## config.mk

```make
export PLATFORM = sky130hd
export DESIGN_NAME = rv32i_multicycle_sequencer_flat
export DESIGN_NICKNAME = d
export VERILOG_FILES = /design/src/rtl/rv32i_multicycle_sequencer_if.sv /design/src/rtl/rv32i_multicycle_sequencer.sv /design/src/flat_wrapper.sv
export SDC_FILE = /design/constraint.sdc
export NUM_CORES = 1
export LEC_CHECK = 0
export ABC_AREA = 0
export CORE_MARGIN = 2
export CORE_UTILIZATION = 30
export DETAILED_ROUTE_END_ITERATION = 10
export GPL_ROUTABILITY_DRIVEN = 0
export PLACE_DENSITY = 0.62
export SYNTH_ARGS = -nofsm -noshare
export SYNTH_HDL_FRONTEND = slang
export SYNTH_SLANG_ARGS = --single-unit
```

## constraint.sdc

```tcl
create_clock -name clk -period 2.1 [get_ports clk]
set_clock_uncertainty 0.2 [all_clocks]
set_input_delay 0.525 -clock clk [delete_from_list [all_inputs] [get_ports clk]]
set_output_delay 0.525 -clock clk [all_outputs]
set_load 0.05 [all_outputs]
```

## src/rtl/rv32i_multicycle_sequencer_if.sv

```systemverilog
// Handshake bundle between the multi-cycle sequencer and the instruction/data memories.
interface rv32i_multicycle_sequencer_if;
    logic [31:0] imem_rdata;
    logic        imem_ready;
    logic        imem_req;
    logic        dmem_ready;
    logic        dmem_req;

    modport master (
        input  imem_rdata,
        input  imem_ready,
        output imem_req,
        input  dmem_ready,
        output dmem_req
    );

    modport slave (
        output imem_rdata,
        output imem_ready,
        input  imem_req,
        output dmem_ready,
        input  dmem_req
    );
endinterface

```

## src/rtl/rv32i_multicycle_sequencer.sv

```systemverilog
// Multi-cycle RV32I control FSM: fetch into IR, then sequence ALU, memory and write-back phases.
// Optional memory-wait timeout is enabled by defining SEQ_MEM_TIMEOUT_EN.
module rv32i_multicycle_sequencer #(
    parameter bit          RESET_STATE_FETCH = 1'b1,
    parameter int unsigned TIMEOUT_CYCLES    = 64
) (
    input  logic                                clk,
    input  logic                                rst_n,
    rv32i_multicycle_sequencer_if.master        mem,
    output logic [31:0]                         ir,
    output logic                                PC_WE,
    output logic                                RegWE,
    output logic [3:0]                          ALU_control,
    output logic                                Imm_mux_SEL,
    output logic                                MemRW,
    output logic                                WB_sel,
    output logic                                illegal,
    output logic                                timeout
);

    typedef enum logic [2:0] {
        StIdle, StFetch, StDecode, StExecute, StMem, StWriteback, StHalt
    } state_e;

    localparam state_e     ResetState = RESET_STATE_FETCH ? StFetch : StIdle;
    localparam logic [6:0] OpR        = 7'b0110011;
    localparam logic [6:0] OpImm      = 7'b0010011;
    localparam logic [6:0] OpLoad     = 7'b0000011;
    localparam logic [6:0] OpStore    = 7'b0100011;

    state_e      state_q, state_d;
    logic [31:0] ir_q, ir_d;
    logic        illegal_q, illegal_d;
    logic        imem_req_c;

    logic [6:0]  opcode;
    logic [2:0]  funct3;
    logic        is_r, is_i, is_load, is_store;
    logic        legal;
    logic        ex_phase;
    logic [3:0]  alu_dec;

    assign opcode   = ir_q[6:0];
    assign funct3   = ir_q[14:12];
    assign is_r     = (opcode == OpR);
    assign is_i     = (opcode == OpImm);
    assign is_load  = (opcode == OpLoad);
    assign is_store = (opcode == OpStore);
    assign ex_phase = (state_q == StExecute) || (state_q == StMem) || (state_q == StWriteback);

    // Decode is purely a function of IR so ALU_control stays stable across multi-cycle phases.
    always_comb begin
        alu_dec = 4'b0000;
        legal   = 1'b0;
        case (opcode)
            OpR, OpImm: begin
                legal = 1'b1;
                unique case (funct3)
                    3'b000: alu_dec = (is_r && ir_q[30]) ? 4'b0001 : 4'b0000;
                    3'b001: alu_dec = 4'b0010;
                    3'b010: alu_dec = 4'b0011;
                    3'b011: alu_dec = 4'b0100;
                    3'b100: alu_dec = 4'b0101;
                    3'b101: alu_dec = ir_q[30] ? 4'b0111 : 4'b0110;
                    3'b110: alu_dec = 4'b1000;
                    3'b111: alu_dec = 4'b1001;
                endcase
            end
            OpLoad: begin
                case (funct3)
                    3'b000:  begin legal = 1'b1; alu_dec = 4'b1010; end
                    3'b001:  begin legal = 1'b1; alu_dec = 4'b1011; end
                    3'b010:  begin legal = 1'b1; alu_dec = 4'b1100; end
                    3'b100:  begin legal = 1'b1; alu_dec = 4'b1101; end
                    3'b101:  begin legal = 1'b1; alu_dec = 4'b1110; end
                    default: legal = 1'b0;
                endcase
            end
            OpStore: legal = (funct3 == 3'b000) || (funct3 == 3'b001) || (funct3 == 3'b010);
            default: legal = 1'b0;
        endcase
    end

`ifdef SEQ_MEM_TIMEOUT_EN
    localparam logic [7:0] TimeoutLimit = 8'(TIMEOUT_CYCLES);
    logic [7:0] wait_q, wait_d;
    logic       timeout_q, timeout_d;
`endif

    always_comb begin
        state_d     = state_q;
        ir_d        = ir_q;
        illegal_d   = illegal_q;
        imem_req_c  = 1'b0;
        mem.dmem_req = 1'b0;
        PC_WE       = 1'b0;
        RegWE       = 1'b0;
        ALU_control = 4'b0000;
        Imm_mux_SEL = 1'b0;
        MemRW       = 1'b0;
        WB_sel      = 1'b0;

        case (state_q)
            StIdle: state_d = StFetch;
            StFetch: begin
                imem_req_c = 1'b1;
                if (mem.imem_ready) begin
                    ir_d    = mem.imem_rdata;
                    state_d = StDecode;
                end
            end
            StDecode: begin
                if (legal) begin
                    state_d = StExecute;
                end else begin
                    illegal_d = 1'b1;
                    state_d   = StHalt;
                end
            end
            StExecute: state_d = (is_load || is_store) ? StMem : StWriteback;
            StMem: begin
                mem.dmem_req = 1'b1;
                MemRW        = is_store;
                if (mem.dmem_ready) begin
                    if (is_store) begin
                        PC_WE   = 1'b1;
                        state_d = StFetch;
                    end else begin
                        state_d = StWriteback;
                    end
                end
            end
            StWriteback: begin
                RegWE   = (ir_q[11:7] != 5'd0);
                WB_sel  = is_load;
                PC_WE   = 1'b1;
                state_d = StFetch;
            end
            StHalt: state_d = StHalt;
            default: state_d = ResetState;
        endcase

        if (ex_phase) begin
            ALU_control = alu_dec;
            Imm_mux_SEL = is_i || is_load || is_store;
        end

`ifdef SEQ_MEM_TIMEOUT_EN
        wait_d    = wait_q;
        timeout_d = timeout_q;
        if ((state_q == StFetch && !mem.imem_ready) || (state_q == StMem && !mem.dmem_ready)) begin
            wait_d = wait_q + 8'd1;
            if (wait_d == TimeoutLimit) begin
                timeout_d = 1'b1;
                state_d   = StHalt;
            end
        end
        if ((state_d != state_q) && (state_d == StFetch || state_d == StMem)) begin
            wait_d = 8'd0;
        end
`endif
    end

    // Gate the fetch request so a FETCH reset state cannot request while rst_n is held low.
    assign mem.imem_req = imem_req_c & rst_n;
    assign ir           = ir_q;
    assign illegal      = illegal_q;

    always_ff @(posedge clk or negedge rst_n) begin
        if (!rst_n) begin
            state_q   <= ResetState;
            ir_q      <= 32'd0;
            illegal_q <= 1'b0;
        end else begin
            state_q   <= state_d;
            ir_q      <= ir_d;
            illegal_q <= illegal_d;
        end
    end

`ifdef SEQ_MEM_TIMEOUT_EN
    always_ff @(posedge clk or negedge rst_n) begin
        if (!rst_n) begin
            wait_q    <= 8'd0;
            timeout_q <= 1'b0;
        end else begin
            wait_q    <= wait_d;
            timeout_q <= timeout_d;
        end
    end

    assign timeout = timeout_q;
`else
    logic [31:0] unused_timeout_cfg;
    assign unused_timeout_cfg = TIMEOUT_CYCLES;
    assign timeout            = 1'b0;
`endif

endmodule

```

## src/flat_wrapper.sv

```systemverilog
// flat-port wrapper written by rule: the top's interface ports become plain ports
module rv32i_multicycle_sequencer_flat 
#(
    parameter bit          RESET_STATE_FETCH = 1'b1,
    parameter int unsigned TIMEOUT_CYCLES    = 64
)
  (clk, rst_n, ir, PC_WE, RegWE, ALU_control, Imm_mux_SEL, MemRW, WB_sel, illegal, timeout, mem_imem_rdata, mem_imem_ready, mem_imem_req, mem_dmem_ready, mem_dmem_req);
  rv32i_multicycle_sequencer_if mem_i ();
  input  logic clk;
  input  logic rst_n;
  output logic [31:0] ir;
  output logic PC_WE;
  output logic RegWE;
  output logic [3:0] ALU_control;
  output logic Imm_mux_SEL;
  output logic MemRW;
  output logic WB_sel;
  output logic illegal;
  output logic timeout;
  input wire logic [$bits(mem_i.imem_rdata)-1:0] mem_imem_rdata;
  input wire logic [$bits(mem_i.imem_ready)-1:0] mem_imem_ready;
  output wire logic [$bits(mem_i.imem_req)-1:0] mem_imem_req;
  input wire logic [$bits(mem_i.dmem_ready)-1:0] mem_dmem_ready;
  output wire logic [$bits(mem_i.dmem_req)-1:0] mem_dmem_req;
  assign mem_i.imem_rdata = mem_imem_rdata;
  assign mem_i.imem_ready = mem_imem_ready;
  assign mem_imem_req = mem_i.imem_req;
  assign mem_i.dmem_ready = mem_dmem_ready;
  assign mem_dmem_req = mem_i.dmem_req;
  rv32i_multicycle_sequencer #(.RESET_STATE_FETCH(RESET_STATE_FETCH), .TIMEOUT_CYCLES(TIMEOUT_CYCLES)) u_core (.clk(clk), .rst_n(rst_n), .mem(mem_i), .ir(ir), .PC_WE(PC_WE), .RegWE(RegWE), .ALU_control(ALU_control), .Imm_mux_SEL(Imm_mux_SEL), .MemRW(MemRW), .WB_sel(WB_sel), .illegal(illegal), .timeout(timeout));
endmodule
```

# After elaboration in Yosys (flattened, before gate mapping)
# Cells that the tools add are included.
# classes
n_mux	23
bitwise_logic	2
eq_ne	19
n_reduce_logical	15
# op_table
op	count
one-hot mux 4 bit (8 select lines)	1
== test 3 bit (second input constant)	7
one-hot mux 4 bit (5 select lines)	1
one-hot mux 3 bit (5 select lines)	1
== test 7 x 6 -> 1 bit (second input constant)	2
== test 3 x 2 -> 1 bit (second input constant)	4
two-way mux 1 bit	12
two-way mux 3 bit	4
one-hot mux 4 bit (2 select lines)	1
== test 7 x 2 -> 1 bit (second input constant)	1
== test 7 x 5 -> 1 bit (second input constant)	1
logical OR 1 bit	7
== test 3 x 1 -> 1 bit (second input constant)	2
AND reduction 2 bit	3
nonzero test 5 bit	1
OR reduction 5 bit	1
two-way mux 4 bit	1
!= test 2 bit (second input constant)	2
logical NOT 3 bit	1
one-hot mux 1 bit (3 select lines)	1
one-hot mux 1 bit (2 select lines)	1
OR reduction 2 bit	1
AND 1 bit	1
logical AND 1 bit	1
inverter 1 bit	1
# word_totals
regBits	36
input_bits	36
out_inout_bits	45
elab_cells	62

# Depth between registers and ports, before layout
# Gate-level depths: netlist (run 1).
# depth
word_depth	6
ltp_mapped	5
mapped_depth_nobuf	4

# Worst setup path before layout (run 1)
# Ideal clock, no wire load.
# synth_timing
kind	reg-to-output
startpoint	register u_core.ir_q[1] (netlist: u_core.ir[1])
endpoint	output port MemRW
t_required_ns	1.375
path_stages_with_launch	4
setup_slack_ns	-1.230
t_arrival_ns	2.605
path_buffers	0
path_cell_list	dfrtp_1 nor4b_2 nand2_2 nor4_1
# synth_between
elab_chain_len	2
# synth_rtl
element	line_no	text
from (decl)	rv32i_multicycle_sequencer.sv:32	logic [31:0] ir_q, ir_d;
from (signal assigned)	rv32i_multicycle_sequencer.sv:176	ir_q <= ir_d;
== test 7 x 6 -> 1 bit	rv32i_multicycle_sequencer.sv:48	assign is_store = (opcode == OpStore);
two-way mux 1 bit	rv32i_multicycle_sequencer.sv:103	case (state_q)
to (decl)	flat_wrapper.sv:16	output logic MemRW;
# Every way passes these cells.

# Final worst setup path (run 1)
# layout_timing
startpoint	register u_core.ir_q[6] (netlist: u_core.ir[6])
endpoint	output port Imm_mux_SEL
# layout_between
elab_chain_len	4
word_cells_on_any_way	6
classes_between	eq/ne: 3; mux: 1; reduce/logical: 2
# layout_rtl
element	line_no	text
== test 7 x 5 -> 1 bit / == test 7 x 2 -> 1 bit (equally long branches)	rv32i_multicycle_sequencer.sv:46, rv32i_multicycle_sequencer.sv:47	
logical OR 1 bit	rv32i_multicycle_sequencer.sv:145	Imm_mux_SEL = is_i || is_load || is_store;
logical OR 1 bit (*)	rv32i_multicycle_sequencer.sv:145	
two-way mux 1 bit (*)	rv32i_multicycle_sequencer.sv:143	if (ex_phase) begin
to (decl)	flat_wrapper.sv:15	output logic Imm_mux_SEL;
# Every way passes the cells marked *; elsewhere a longest branch is shown, timed or not.

==> flow_summary.json, run 1 <==
{
  "path_class": "flop to output port",
  "synthCells": 145,
  "antenna_found_initial": 0,
  "netlist_area_um2": 1920,
  "dr.pass1.iters": 4,
  "start_util_pct": 30.5,
  "worstPathCellList": "nor4b_4 > nand2_4 > a21o_4 > a21oi_4 > buf_12",
  "die_h_um": 83.9,
  "row_count": 29,
  "io_pins": 81,
  "violations": "negative setup slack",
  "syn_avg_cell_area_um2": 13.2,
  "via_count": 1451,
  "cp_max_fo": 6,
  "synth-main-ff-cell": "dfrtp_1",
  "gr-total-overflow": 0,
  "avgRoutedWirePerCell_um": 13.1,
  "r2r-end": "u_core.ir[11]",
  "track_usage_pct": 12.8,
  "reg2reg_slack_ps": 230,
  "critPathBufInv": 1,
  "finalCritPeriodShare_pct": 116,
  "crit_required_ps": 1370,
  "clk_pin_slew_ps": 70,
  "portBuffers": 79,
  "die_area_um2": 7040,
  "layout_min_cycle_time_ps": 2430,
  "clock-sinks": 36,
  "postRouteWirelength_um": 4320,
  "cp.depth": 5,
  "core_um2": 6280,
  "fin_hold_ws_ps": 93.1,
  "ys_ff_latch": 36,
  "numCtsBuffers": 5,
  "ys_seq_area_share_pct": 47.1,
  "synth_cell_types": 43,
  "instances_no_fill": 329,
  "clk_latency_ps": 280,
  "grt_pass1_wl_um": 7280,
  "worst_slack_ps": -328,
  "clock_tree.root_cell": "clkbuf_8",
  "drtIter0Drc": 53,
  "crit_arrival_ps": 1700,
  "critPathSlowestCell": "dfrtp_2",
  "reg2regPathDepth": 6,
  "cap_violations": 0,
  "p_leak_nw": 1.45,
  "outcome": "finished with violations",
  "fmaxAchievable_mhz": 412,
  "area_delta_synth_final_pct": 72.7,
  "power_mw": 6.05,
  "die_w_um": 83.9,
  "drv_slew": 0,
  "vdd_ir_drop_max_v": 0.000841,
  "viasPerCell": 4.41,
  "cts_tree": "built",
  "rsz0062_at_grt": "yes",
  "drc_errors": 0,
  "async_flop_share_pct": 100,
  "hold_path_class": "primary input to asynchronous set/reset pin",
  "synth.top_cell.area_share_pct": 45.7,
  "dp_hpwl_um": 3200,
  "synth.top_cells.by_area": "dfrtp_1 (46%), mux2_4 (24%), a21oi_1 (2.6%)",
  "htree_num_levels": 2,
  "n_antenna_cell": 0,
  "ys_warn_count": 0,
  "clockBufferDepth": 2,
  "grt_pass1_vias": 1464,
  "cp_top_family": "simple AND/OR/NAND/NOR gates",
  "final_hold_viol_count": 0,
  "powerDensity_nw_per_um2": 1830,
  "antenna_left": 0,
  "yosysTopAreaCell": "dfrtp_1",
  "synthesis.nets": 181,
  "cts_hold_buf": 0,
  "drive_above_1_share_pct": 59.5,
  "post-place-cells": 316,
  "rr_startpoint": "u_core.state_q[0]",
  "grt_max_degree": 37,
  "crit_path_end_kind": "output port",
  "cpPeakStageDelay_ps": 420,
  "critPathLaunchType": "flop",
  "synth-edff-count": 0,
  "setup_viol": 9,
  "layout.nets": 287
}
## cell type report
cell class	instances	area (µm²)
Tap cell	77	96.3
Multi-Input combinational cell	96	1050
Fill cell	551	2970
Sequential cell	36	912
Timing Repair Buffer	110	1150
Inverter	2	10.0
Clock buffer	8	90.1
## synthesized netlist by cell type, types with 2 or more instances
master / number
a21oi_2: 3
nand2_1: 6
nor4_1: 2
buf_8: 3
buf_4: 2
a21oi_1: 10
nor2_1: 8
o22ai_1: 2
dfrtp_1: 35
buf_6: 2
or2_1: 2
buf_2: 3
nor3_1: 2
nand3_1: 2
o21ai_0: 2
or3_1: 3
mux2_4: 30
nor2_2: 2
mux2_2: 2
## worst max-delay path by stage
stage / from / endpoint / slack [ps]
global route: u_core.ir[6] / ALU_control[0] / -410
CTS: u_core.ir[6] / ALU_control[2] / -370
global placement: mem_dmem_ready / PC_WE / -400
floorplan: u_core.ir[3] / ALU_control[1] / -360
finish: u_core.ir[6] / Imm_mux_SEL / -330
detailed placement: mem_dmem_ready / PC_WE / -400
## flip-flops by register name, indices dropped and copies added (netlist names)
signal          count
u_core.illegal      1
u_core.ir          32
u_core.state_q      3
## cell families after synthesis
| group | share of synthesized area, % |
|---|---|
| compound gates | 9.73 |
| xor+xnor | 0.457 |
| buf+inv | 5.68 |
| flops | 47.1 |
| mux | 25.2 |
| other cells | 0.196 |
| simple gates | 11.6 |
## timing repair
item                                    4_1_cts  5_1_grt
gates resized for setup                      14        6
pin swaps                                     9        4
endpoints found under the setup margin       11       11
buffers inserted                              2        3
endpoints found under the hold margin         0        0
## worst reg2reg max path, delay by kind of cell, from the launching register on
family        cells  cell delay, ps
flops             1             570
mux               1             350
buf+inv           3             450
simple gates      2             200
## power breakdown
group	switching [mW]	internal [mW]	total, mW
combinational	2.31	1.88	4.19
sequential	0.291	1.07	1.36
clock	0.229	0.267	0.497
total	2.83	3.21	6.05
## metrics by stage
stage | TNS (ps) | setup WS [ps] | util (%) | cell area, µm²
4_1_cts | -2810 | -367 | 52.0 | 3260
6_report | -2420 | -328 | 52.7 | 3310
2_1_floorplan | -2290 | -356 | - | 2000
3_5_place_dp | -1320 | -400 | 49.3 | 3090
3_3_place_gp | -1230 | -396 | 49.3 | 3090
5_1_grt | -3180 | -411 | 52.7 | 3310
## cell usage in the layout (no fill, tap or decap), drive strengths merged, types with 2 or more instances in the layout
cell / n
a21oi: 13
buf: 76
clkbuf: 8
clkdlybuf4s50: 33
dfrtp: 35
inv: 2
mux2: 32
nand2: 8
nand2b: 2
nand3: 2
nor2: 11
nor3: 2
nor4: 2
o21ai: 2
o22ai: 2
or2: 3
or3: 3
## metal layers
layer / routed length, µm / global-route usage [%] / vias up / part of all wire (%)
li1: - / - / 718 / -
met1: 1940 / 17.0 / 680 / 45
met2: 2060 / 19.9 / 47 / 48
met3: 259 / 3.96 / 6 / 6.0
met4: 63 / 4.40 / 0 / 1.5
met5: 0 / 0 / - / 0
No activity file was read; power rests on OpenSTA's default activity.
==> run 2, diff against run 1 <==
- SETUP_SLACK_MARGIN: unset -> 0.5
==> run 2 against run 1 <==
The flow still finishes with violations (negative setup slack). Critical path type is now primary input to output port. Core utilization is 7.2 points higher. Final area is 14% higher. Sequential share of layout area is 3.1 points lower. Critical path depth is 1 higher. Combinational power is 17% higher. Global-route usage is 0.81 points higher. Highest routed layer unchanged. Flip-flop and latch count stayed put. Via count is 7.2% higher.
==> flow_summary.json, run 2 (synthesis gave the netlist of run 1 again) <==
{
  "avgRoutedWirePerCell_um": 13.4,
  "mostFrequentLayoutCell": "buf_6",
  "layout.nets": 302,
  "crit_arrival_ps": 1740,
  "clk_latency_ps": 280,
  "finalCritPeriodShare_pct": 117,
  "cts_tree": "built",
  "dr.pass1.iters": 6,
  "crit_path_end_kind": "output port",
  "numCtsBuffers": 5,
  "r2r-end": "u_core.ir[8]",
  "start_util_pct": 30.5,
  "viasPerCell": 4.52,
  "fin_hold_ws_ps": 111,
  "row_count": 29,
  "io_pins": 81,
  "drive_above_1_share_pct": 64.4,
  "cp_max_fo": 2,
  "reg2regPathDepth": 8,
  "antenna_found_initial": 0,
  "clk_pin_slew_ps": 70,
  "n_antenna_cell": 0,
  "grt_pass1_vias": 1543,
  "postRouteWirelength_um": 4610,
  "track_usage_pct": 13.7,
  "drtIter0Drc": 27,
  "gr-total-overflow": 0,
  "powerDensity_nw_per_um2": 1820,
  "cap_violations": 0,
  "dpl_worst_slack_ps": -376,
  "path_class": "primary input to output port",
  "die_h_um": 83.9,
  "crit_required_ps": 1370,
  "largest_reg_flops": 32,
  "via_count": 1555,
  "violations": "negative setup slack",
  "dp_hpwl_um": 3340,
  "final_core_util_pct": 59.9,
  "power_mw": 6.86,
  "clock-sinks": 36,
  "clockBufferDepth": 2,
  "fmaxAchievable_mhz": 406,
  "clock_tree.root_cell": "clkbuf_8",
  "rr_startpoint": "u_core.state_q[0]",
  "die_w_um": 83.9,
  "mostFrequentLayoutCells": "buf_6 (41), clkdlybuf4s50_1 (33), mux2_4 (32)",
  "final_hold_viol_count": 0,
  "core_um2": 6280,
  "rsz0062_at_grt": "yes",
  "outcome": "finished with violations",
  "area_delta_synth_final_pct": 96.3,
  "p_leak_nw": 1.62,
  "fill_cells": 489,
  "worst_slack_ps": -364,
  "cts_hold_buf": 0,
  "drv_slew": 0,
  "antenna_left": 0,
  "htree_num_levels": 2,
  "vdd_ir_drop_max_v": 0.00108,
  "drc_errors": 0,
  "grt_pass1_wl_um": 7600,
  "critPathLaunchType": "primary input",
  "grt_max_degree": 37,
  "layout_min_cycle_time_ps": 2460,
  "fin_setup_tns_ps": -2520,
  "portBuffers": 79,
  "hold_path_class": "primary input to asynchronous set/reset pin",
  "setup_viol": 10,
  "reg2reg_slack_ps": 180,
  "die_area_um2": 7040
}
[run 2: changes by cell type in the layout (fill, tap and decap cells not counted), moves of 3 or more]
cell and delta:
buf_12 +3, buf_4 -38, buf_6 +38, buf_8 +10
dfrtp_1 -5, dfrtp_2 +5
[run 2: timing repair]
| action | 4_1_cts | 5_1_grt |
|---|---|---|
| gates resized for setup | 56 | 17 |
| pin swaps | 7 | 6 |
| setup buffers | 17 | 4 |
| cloned | 2 | 0 |
| endpoints found under the setup margin | 68 | 76 |
| hold endpoints to repair | 0 | 0 |
[run 2: metrics by stage]
stage / instances / instance area, µm²
4_1_cts: 340 / 3650
6_report: 344 / 3760
5_1_grt: 344 / 3760
3_5_place_dp: 313 / 3160
2_1_floorplan: 145 / 2090
3_3_place_gp: 313 / 3160
[run 2: worst max path at each step]
stage                              start        endpoint  slack (ps)  cells past startpoint
final                     mem_dmem_ready           PC_WE        -360                      6
after global routing        u_core.ir[3]  ALU_control[0]        -400                      5
after CTS                 mem_dmem_ready           PC_WE        -360                      6
after detailed placement  mem_dmem_ready           PC_WE        -380                      6
after global placement    mem_dmem_ready           PC_WE        -360                      6
after floorplan             u_core.ir[3]           MemRW        -320                      3
[run 2: layout make-up]
cell class	instances	area, µm²	share of cell area, %
timing repair buffer	125	1550	41.3
multi-input combinational	96	1090	28.9
sequential	36	918	24.4
tap	77	96.3	2.56
clock buffer	7	86.3	2.30
inverter	2	12.5	0.333
clock inverter	1	7.51	0.200
[run 2: routing by layer]
metal | vias up | global-route usage, % | share of wire (%)
met5 | - | 0 | 0
met4 | 0 | 4.40 | 0.98
met3 | 5 | 4.55 | 6.8
met2 | 59 | 21.5 | 48
met1 | 732 | 17.7 | 44
li1 | 759 | - | -
[run 2: worst max-delay path, stage by stage]
cell and delay [ps]:
clkdlybuf4s50_1 450, inv_1 50, or2_4 250, o21ba_2 220
nor2_4 100, buf_12 140
[run 2: where the power goes]
group | switching [mW] | internal [mW]
logic | 2.43 | 2.47
clock network | 0.236 | 0.266
registers | 0.369 | 1.08
==> run 3, diff against run 2 <==
- CELL_PAD_IN_SITES_DETAIL_PLACEMENT: unset -> 1
- CELL_PAD_IN_SITES_GLOBAL_PLACEMENT: unset -> 2
- CORE_ASPECT_RATIO: unset -> 0.5
- CORE_UTILIZATION: 30 -> 27
- PLACE_DENSITY: 0.62 -> 0.83
==> run 3 against run 2 <==
The flow still finishes with violations (negative setup slack). Sequential share of layout area shrank 1.7 points. Largest power group unchanged. Largest cell class unchanged. Worst hold slack lost 5.1 ps. Cell count grew 9.9%.
==> flow_summary.json, run 3 (synthesis gave the netlist of run 1 again) <==
{
  "outcome": "finished with violations",
  "violations": "negative setup slack",
  "postRouteWirelength_um": 8340,
  "mostFrequentLayoutCells": "buf_6 (52), clkdlybuf4s50_1 (33), mux2_4 (32)",
  "avgRoutedWirePerCell_um": 22.1,
  "rr_startpoint": "u_core.ir[6]",
  "clockBufferDepth": 2,
  "dp_hpwl_um": 4050,
  "portBuffers": 79,
  "clock_tree.root_cell": "clkbuf_16",
  "cp_max_fo": 4,
  "via_count": 1762,
  "dr.pass1.iters": 4,
  "critPathBufInv": 2,
  "final_area_um2": 4050,
  "critPathSlowestCell": "dfrtp_2",
  "fin_setup_tns_ps": -3310,
  "critPathLaunchType": "flop",
  "finalCritPeriodShare_pct": 120,
  "numCtsBuffers": 5,
  "die_h_um": 63.6,
  "crit_arrival_ps": 1790,
  "row_count": 21,
  "layout_min_cycle_time_ps": 2510,
  "grt_pass1_wl_um": 11900,
  "drc_errors": 0,
  "crit_required_ps": 1370,
  "p_leak_nw": 1.77,
  "dpl_cell_area_um2": 3140,
  "powerDensity_nw_per_um2": 1910,
  "die_area_um2": 7830,
  "start_util_pct": 28.3,
  "reg2regPathDepth": 8,
  "grt_pass1_vias": 1988,
  "largest_reg_flops": 32,
  "cp.depth": 5,
  "clock-sinks": 36,
  "path_common_cell": "buf_12",
  "final_core_util_pct": 59.8,
  "worst_slack_ps": -413,
  "antenna_left": 0,
  "cap_violations": 0,
  "mostFrequentLayoutCell": "buf_6",
  "path_class": "flop to output port",
  "die_w_um": 123,
  "grt_max_degree": 37,
  "critPathLaunch": "u_core.ir[6]",
  "io_pins": 81,
  "final_hold_viol_count": 0,
  "instances_no_fill": 378,
  "drv_slew": 0,
  "cpPeakStageDelay_ps": 430,
  "drtIter0Drc": 90,
  "setup_viol": 11,
  "layout.nets": 321,
  "htree_num_levels": 2,
  "hold_path_class": "primary input to asynchronous set/reset pin",
  "core_um2": 6780,
  "post-place-cells": 327,
  "vdd_ir_drop_max_v": 0.000905,
  "cts_tree": "built",
  "viasPerCell": 4.66,
  "clk_latency_ps": 290,
  "fmaxAchievable_mhz": 398,
  "clk_pin_slew_ps": 60,
  "cp_top_family": "simple AND/OR/NAND/NOR gates",
  "crit_path_end_kind": "output port",
  "worstPathCellList": "nor4b_4 > nand2_4 > buf_12 > nor4_4 > buf_12",
  "drive_above_1_share_pct": 69.2,
  "area_delta_synth_final_pct": 112,
  "rsz0062_at_grt": "yes",
  "gr-total-overflow": 0,
  "track_usage_pct": 20.5,
  "power_mw": 7.75,
  "n_antenna_cell": 0,
  "antenna_found_initial": 0
}
[run 3: cell types whose count changed in the layout (fill, tap and decap cells not counted), sizes merged]
cell,delta
bufinv,+1
dlygate4sd2,-1
buf,+19
clkinv,+1
clkbuf,-1
[run 3: per-layer routing]
metal / vias up / wire [µm] / GRT usage (%)
li1: 791 / - / -
met1: 902 / 3450 / 24.8
met4: 0 / 201 / 8.66
met3: 22 / 287 / 4.62
met2: 47 / 4400 / 35.0
met5: - / 0 / 0
[run 3: area by class of cell]
type	count	area [µm²]
fill	657	2730
timing repair buffer	144	1730
multi-input combinational	96	1100
sequential	36	921
clock buffer	5	125
tap	92	115
clock inverter	3	42.5
inverter	2	12.5
[run 3: power by group]
| group | switching [mW] | total (mW) | leakage [nW] | internal [mW] |
|---|---|---|---|---|
| combinational | 2.77 | 5.38 | 1.28 | 2.61 |
| clock | 0.315 | 0.873 | 0.0798 | 0.558 |
| sequential | 0.410 | 1.49 | 0.406 | 1.08 |
[run 3: final timing paths]
check / to / slack, ps
hold / removal: u_core.illegal / 110
max in group asynchronous: u_core.ir[30] / 1220
hold reg to reg: u_core.illegal / 310
setup / recovery: WB_sel / -410
setup reg to reg: u_core.state_q[0] / 20
min in group clk: u_core.illegal / 310
[run 3: repair_timing]
item                                    4_1_cts  5_1_grt
gates cloned                                  2        1
setup buffers                                29       11
gates resized for setup                      70       25
pin swaps                                    11        9
hold buffers                                  0        0
endpoints found under the setup margin       67       75
[run 3: metrics by stage]
stage / worst slack (ps) / hold WS [ps]
final: -413 / 106
after global routing: -473 / 158
after CTS: -342 / 130
after detailed placement: -378 / 273
after global placement: -362 / 286
after floorplan: -322 / 29.4
